==> config.mk <==
export PLATFORM = sky130hd
export DESIGN_NAME = hf_mode_sequencer
export DESIGN_NICKNAME = d
export VERILOG_FILES = /design/src/rtl/hf_mode_sequencer.sv
export SDC_FILE = /design/constraint.sdc
export NUM_CORES = 1
export LEC_CHECK = 0
export BUFFER_PORTS_ARGS = -buffer_cell sky130_fd_sc_hd__buf_4
export CAP_MARGIN = 30
export CORE_MARGIN = 2
export CORE_UTILIZATION = 30
export CTS_CLUSTER_SIZE = 10
export DETAILED_ROUTE_END_ITERATION = 12
export SLEW_MARGIN = 20
export SYNTH_ARGS = -nofsm -noshare
export SYNTH_HDL_FRONTEND = slang
export SYNTH_SLANG_ARGS = --single-unit
export TNS_END_PERCENT = 10
==> constraint.sdc <==
create_clock -name ck_1356meg -period 2.8 [get_ports ck_1356meg]
set_clock_uncertainty 0.1 [all_clocks]
set_input_delay 0.56 -clock ck_1356meg [delete_from_list [all_inputs] [get_ports ck_1356meg]]
set_output_delay 0.56 -clock ck_1356meg [all_outputs]
set_load 0.02 [all_outputs]
==> src/rtl/hf_mode_sequencer.sv <==
// hf_mode_sequencer
// Takes the ARM's 16-bit SPI configuration frames, decodes SET_CONFREG and
// applies the major mode and sub-mode bits. A major-mode change waits for an
// SSP frame boundary, blanks every output for a guard interval and only then
// loads the new mode. This keeps the carrier and the SSP stream from ever
// seeing a half-finished switch.

module hf_mode_sequencer #(
    parameter int GUARD_CYCLES  = 16,
    parameter int DRAIN_TIMEOUT = 256
) (
    input  logic       ck_1356meg,
    input  logic       rst,
    input  logic       spck,
    input  logic       mosi,
    input  logic       ncs,
    input  logic       ssp_frame_in,
    output logic [2:0] major_mode,
    output logic [4:0] sub_conf,
    output logic       busy,
    output logic       cmd_err
);

    // The drain and guard intervals never overlap, so one counter serves both.
    localparam int CNT_MAX = (DRAIN_TIMEOUT > GUARD_CYCLES) ? DRAIN_TIMEOUT : GUARD_CYCLES;
    localparam int CNT_W   = $clog2(CNT_MAX + 1);

    localparam logic [CNT_W-1:0] DRAIN_LAST = CNT_W'(DRAIN_TIMEOUT - 1);
    localparam logic [CNT_W-1:0] GUARD_LAST = CNT_W'(GUARD_CYCLES - 1);
    localparam logic [CNT_W-1:0] CNT_ONE    = CNT_W'(1);
    localparam logic [2:0]       MODE_OFF   = 3'b111;
    localparam logic [3:0]       CMD_CONFREG = 4'b0001;

    typedef enum logic [1:0] {
        ST_IDLE  = 2'd0,
        ST_DRAIN = 2'd1,
        ST_BLANK = 2'd2,
        ST_LOAD  = 2'd3
    } state_t;

    // SPI pin synchronisers and the delayed copies used for edge detection
    logic spck_meta, spck_sync, spck_prev;
    logic mosi_meta, mosi_sync;
    logic ncs_meta,  ncs_sync,  ncs_prev;

    logic spck_rise;
    logic ncs_rise;
    logic ncs_fall;

    // Frame assembly
    logic [15:0] shift_reg;
    logic [4:0]  bit_cnt;
    logic        frame_ok;

    // Registered frame decode, valid for one cycle after the ncs rise
    logic        frame_cmd;
    logic        frame_err;
    logic [7:0]  frame_tgt;

    // Sequencer state
    state_t      state, state_nx;
    logic [CNT_W-1:0] cnt, cnt_nx;
    logic [7:0]  target, target_nx;
    logic [7:0]  pend_tgt, pend_tgt_nx;
    logic        pend_valid, pend_valid_nx;
    logic [2:0]  mode_nx;
    logic [4:0]  sub_nx;
    logic        busy_nx;

    // Scratch decisions for the idle-state command handling
    logic        cmd_take;
    logic [7:0]  cmd_tgt;

    // Two-flop synchronisers for the asynchronous SPI pins. The ncs chain
    // resets to its deasserted level so that leaving reset cannot look like a
    // frame end and produce a spurious reject.
    always_ff @(posedge ck_1356meg or posedge rst) begin
        if (rst) begin
            spck_meta <= 1'b0;
            spck_sync <= 1'b0;
            spck_prev <= 1'b0;
            mosi_meta <= 1'b0;
            mosi_sync <= 1'b0;
            ncs_meta  <= 1'b1;
            ncs_sync  <= 1'b1;
            ncs_prev  <= 1'b1;
        end else begin
            spck_meta <= spck;
            spck_sync <= spck_meta;
            spck_prev <= spck_sync;
            mosi_meta <= mosi;
            mosi_sync <= mosi_meta;
            ncs_meta  <= ncs;
            ncs_sync  <= ncs_meta;
            ncs_prev  <= ncs_sync;
        end
    end

    assign spck_rise = spck_sync & ~spck_prev;
    assign ncs_rise  = ncs_sync & ~ncs_prev;
    assign ncs_fall  = ~ncs_sync & ncs_prev;

    // A frame is accepted only when exactly 16 bits arrived and the top
    // nibble carries the SET_CONFREG opcode.
    assign frame_ok = (bit_cnt == 5'd16) && (shift_reg[15:12] == CMD_CONFREG);

    // Shift MOSI in on each SPI clock rise inside the frame. The bit counter
    // saturates so that overlong frames still read as wrong-length.
    always_ff @(posedge ck_1356meg or posedge rst) begin
        if (rst) begin
            shift_reg <= 16'h0000;
            bit_cnt   <= 5'd0;
        end else if (ncs_fall) begin
            bit_cnt <= 5'd0;
        end else if (spck_rise && !ncs_sync) begin
            shift_reg <= {shift_reg[14:0], mosi_sync};
            if (bit_cnt != 5'd31) begin
                bit_cnt <= bit_cnt + 5'd1;
            end
        end
    end

    // Register the frame verdict at the chip-select rise. The sequencer acts
    // on it on the following edge.
    always_ff @(posedge ck_1356meg or posedge rst) begin
        if (rst) begin
            frame_cmd <= 1'b0;
            frame_err <= 1'b0;
            frame_tgt <= 8'h00;
        end else begin
            frame_cmd <= ncs_rise && frame_ok;
            frame_err <= ncs_rise && !frame_ok;
            if (ncs_rise) begin
                frame_tgt <= shift_reg[7:0];
            end
        end
    end

    // Sequencer registers. All outputs come straight from flops.
    always_ff @(posedge ck_1356meg or posedge rst) begin
        if (rst) begin
            state      <= ST_IDLE;
            cnt        <= '0;
            target     <= 8'h00;
            pend_tgt   <= 8'h00;
            pend_valid <= 1'b0;
            major_mode <= MODE_OFF;
            sub_conf   <= 5'b00000;
            busy       <= 1'b0;
            cmd_err    <= 1'b0;
        end else begin
            state      <= state_nx;
            cnt        <= cnt_nx;
            target     <= target_nx;
            pend_tgt   <= pend_tgt_nx;
            pend_valid <= pend_valid_nx;
            major_mode <= mode_nx;
            sub_conf   <= sub_nx;
            busy       <= busy_nx;
            cmd_err    <= frame_err;
        end
    end

    // Next-state and output logic. In IDLE, a fresh command takes priority
    // over a parked one. During DRAIN and BLANK, a new command only retargets
    // the switch. A command that lands in LOAD is parked until IDLE.
    always_comb begin
        state_nx      = state;
        cnt_nx        = cnt;
        target_nx     = target;
        pend_tgt_nx   = pend_tgt;
        pend_valid_nx = pend_valid;
        mode_nx       = major_mode;
        sub_nx        = sub_conf;
        busy_nx       = busy;
        cmd_take      = 1'b0;
        cmd_tgt       = frame_tgt;

        case (state)
            ST_IDLE: begin
                if (frame_cmd) begin
                    cmd_take = 1'b1;
                    cmd_tgt  = frame_tgt;
                end else if (pend_valid) begin
                    cmd_take = 1'b1;
                    cmd_tgt  = pend_tgt;
                end

                if (cmd_take) begin
                    pend_valid_nx = 1'b0;
                    if (cmd_tgt[7:5] == major_mode) begin
                        sub_nx = cmd_tgt[4:0];
                    end else begin
                        target_nx = cmd_tgt;
                        cnt_nx    = '0;
                        busy_nx   = 1'b1;
                        state_nx  = ST_DRAIN;
                    end
                end
            end

            ST_DRAIN: begin
                if (frame_cmd) begin
                    target_nx = frame_tgt;
                end
                if (!ssp_frame_in || (cnt == DRAIN_LAST)) begin
                    cnt_nx   = '0;
                    mode_nx  = MODE_OFF;
                    sub_nx   = 5'b00000;
                    state_nx = ST_BLANK;
                end else begin
                    cnt_nx = cnt + CNT_ONE;
                end
            end

            ST_BLANK: begin
                if (frame_cmd) begin
                    target_nx = frame_tgt;
                end
                if (cnt == GUARD_LAST) begin
                    cnt_nx   = '0;
                    state_nx = ST_LOAD;
                end else begin
                    cnt_nx = cnt + CNT_ONE;
                end
            end

            ST_LOAD: begin
                if (frame_cmd) begin
                    pend_tgt_nx   = frame_tgt;
                    pend_valid_nx = 1'b1;
                end
                mode_nx  = target[7:5];
                sub_nx   = target[4:0];
                busy_nx  = 1'b0;
                state_nx = ST_IDLE;
            end

            default: begin
                state_nx = ST_IDLE;
            end
        endcase
    end

endmodule

==> flow_summary.ini <==
[logic_synthesis]
synthArstFlopShare_pct = 100.0
ys_ff_latch = 77
ys_types = 41
synth.largest_area_cell = dfrtp_1
synth_ff_type = dfrtp_1
synthDominantCellAreaShare_pct = 50.77
synth_sequential_area_ratio_pct = 55.27
syn-cell-area_um2 = 3500
synth_warnings = 0
netlist_top_cells_area = dfrtp_1, mux2_2, dfstp_2
synth_commonest_cells = dfrtp_1, mux2_2, nor2_1
synth_fp_nets = 293
netlist_instances = 278
synth_most_common_cell = dfrtp_1
postSynthAreaPerCell_um2 = 12.59
synth_edf_count = 0

[flow_run]
maxCapViolCount = 0

[cts]
cts-root-buf = clkbuf_16
cts.repair.resized = 0
insertion_delay_ps = 340
htree_levels = 3
ctsLongestPathBuffers = 2
hold_buffers = 0
cts.sinks = 77
cts_buffers = 9
cts_tree = done
cts_setup_buffers = 0
clk_pin_slew_ps = 70

[drt]
drtIter0Drc = 123
via_per_inst = 4.689
ant_nets = 0
drt-pass1-iter-count = 4
num_vias = 2124
drt_wl_total_mm = 5.840
avgRoutedWirePerCell_um = 12.89
drc = 0

[die]
die_w_um = 112.0
fp.coreArea_um2 = 11420
start_util_pct = 30.65
die_area_um2 = 12550
ios = 16
rows = 39
die_h_um = 112.0

[placed_design]
dpl_worst_slack_ps = 270.7
port_buffers = 15
place_congestion = 0.8287
dp_hpwl_mm = 4.325

[grt]
grt_usage_pct = 10.08
grt_first_pass_wirelength_mm = 10.22
first_global_vias = 2169
grt_start_max_net_pins = 34
antenna_found_initial = 0
grt_overflow = 0

[timing]
rsz0062_at_grt = no
setup_ws_ps = 252.4
worst_pin_slew_ps = 724.5
hold_viol_final = 0
setup_tns_ps = 0
maxSlewViolCount = 0
fmax_mhz = 392.5
period_share_pct = 90.99
setup_viol = 0
whs_ps = 224.1
final.min_clock_period_ps = 2548
relSlewSlack_pct = 51.63

[layout]
final_nets = 320
finish.utilization_pct = 36.27
largest_register_ffs = 16
drive_gt1_share_pct = 34.19
area_growth_pct = 18.34
diodes = 0

[setup_path]
worstPathArrival_ps = 2730
cp-end-kind = register
critPathRequiredTime_ps = 2980
critPathLaunchType = register
reg2reg_setup_slack_ps = 250
crit_fanout = 10
worstSetupPathType = register to register

[outcome]
run_status = finished, final reports clean

[pwr]
ir_drop_mv = 0.3223
power_density_nw_per_um2 = 617.2
p_leak_uw = 0.001950

[min_path]
min_path_type = primary input to register
-- area by class of cell --
| class | instances | area (um2) |
|---|---|---|
| repair buffers | 23 | 197.7 |
| clock buffers | 9 | 225.2 |
| flip-flops and latches | 77 | 1934 |
| multi-input cells | 178 | 1471 |
| clock inverters | 7 | 73.82 |
| fillers | 1121 | 7277 |
| inverters | 16 | 60.06 |
| well taps | 143 | 178.9 |
-- final timing paths --
path / start / to / cells past startpoint
hold / removal: spck / spck_meta / 1
setup reg to reg: cnt[0] / cnt[3] / 11
setup / recovery: cnt[0] / cnt[3] / 11
hold reg to reg: mosi_meta / mosi_sync / 0
max in group asynchronous: rst / major_mode[1] / 3
min in group asynchronous: rst / cnt[1] / 2
-- cells by family (layout without fill, tap and decap cells) --
| family | count (synthesis) | in the layout | share of synthesized area, % |
|---|---|---|---|
| and+or+nand+nor | 59 | 59 | 8.009 |
| DFF | 77 | 77 | 55.27 |
| adders and majority gates | 9 | 9 | 3.218 |
| AOI/OAI and AO/OA | 36 | 36 | 7.831 |
| buffers and inverters | 23 | 55 | 2.681 |
| xor gates and xnor gates | 6 | 6 | 1.502 |
| muxes | 68 | 68 | 21.49 |
-- cells in the final DEF (no fill, tap or decap), drive strengths merged, types with 2 or more instances in the layout --
master,instances
nand3,4
and3,4
nand4,2
inv,22
o21ai,9
mux2i,11
a211oi,5
dfrtp,71
xor2,2
a21oi,4
nand2,16
dfstp,6
nor2b,5
nor3,4
ha,9
mux2,57
clkbuf,9
o2bb2ai,3
buf,23
xnor2,4
o22a,3
o221ai,3
nor2,19
-- report_power, final --
part	switching, uW	leakage (uW)	internal [uW]
logic	81.6	0.000780	103
clock network	502	0.000148	632
registers	53.9	0.00102	1180
total	638	0.00195	1920
-- critical path, stage by stage (launching register included) --
cell and delay, ps:
dfrtp_1 410, ha_1 240, and3_1 200, and3_1 200
and3_1 190, ha_1 200, nor2_1 190, o21ai_0 140
buf_4 190, nor3_1 170, o211a_1 160, a211o_1 80
-- through the flow --
| stage | total power [uW] | cell area, um2 | instances |
|---|---|---|---|
| finish | 2556 | 4141 | 453 |
| global route | 2682 | 4141 | 453 |
| CTS | 2602 | 4141 | 453 |
| detailed placement | 1446 | 3842 | 437 |
| global placement | 1436 | 3842 | 437 |
| floorplan | 1383 | 3500 | 278 |
-- routing by layer --
layer	GRT usage [%]	part of all wire (%)	vias to the layer above
met2	16.24	47	24
met4	3.415	1.4	0
met5	0	0	-
li1	-	-	1045
met1	12.77	49	1048
met3	3.430	2.7	7
(Power assumes the default switching activity.)
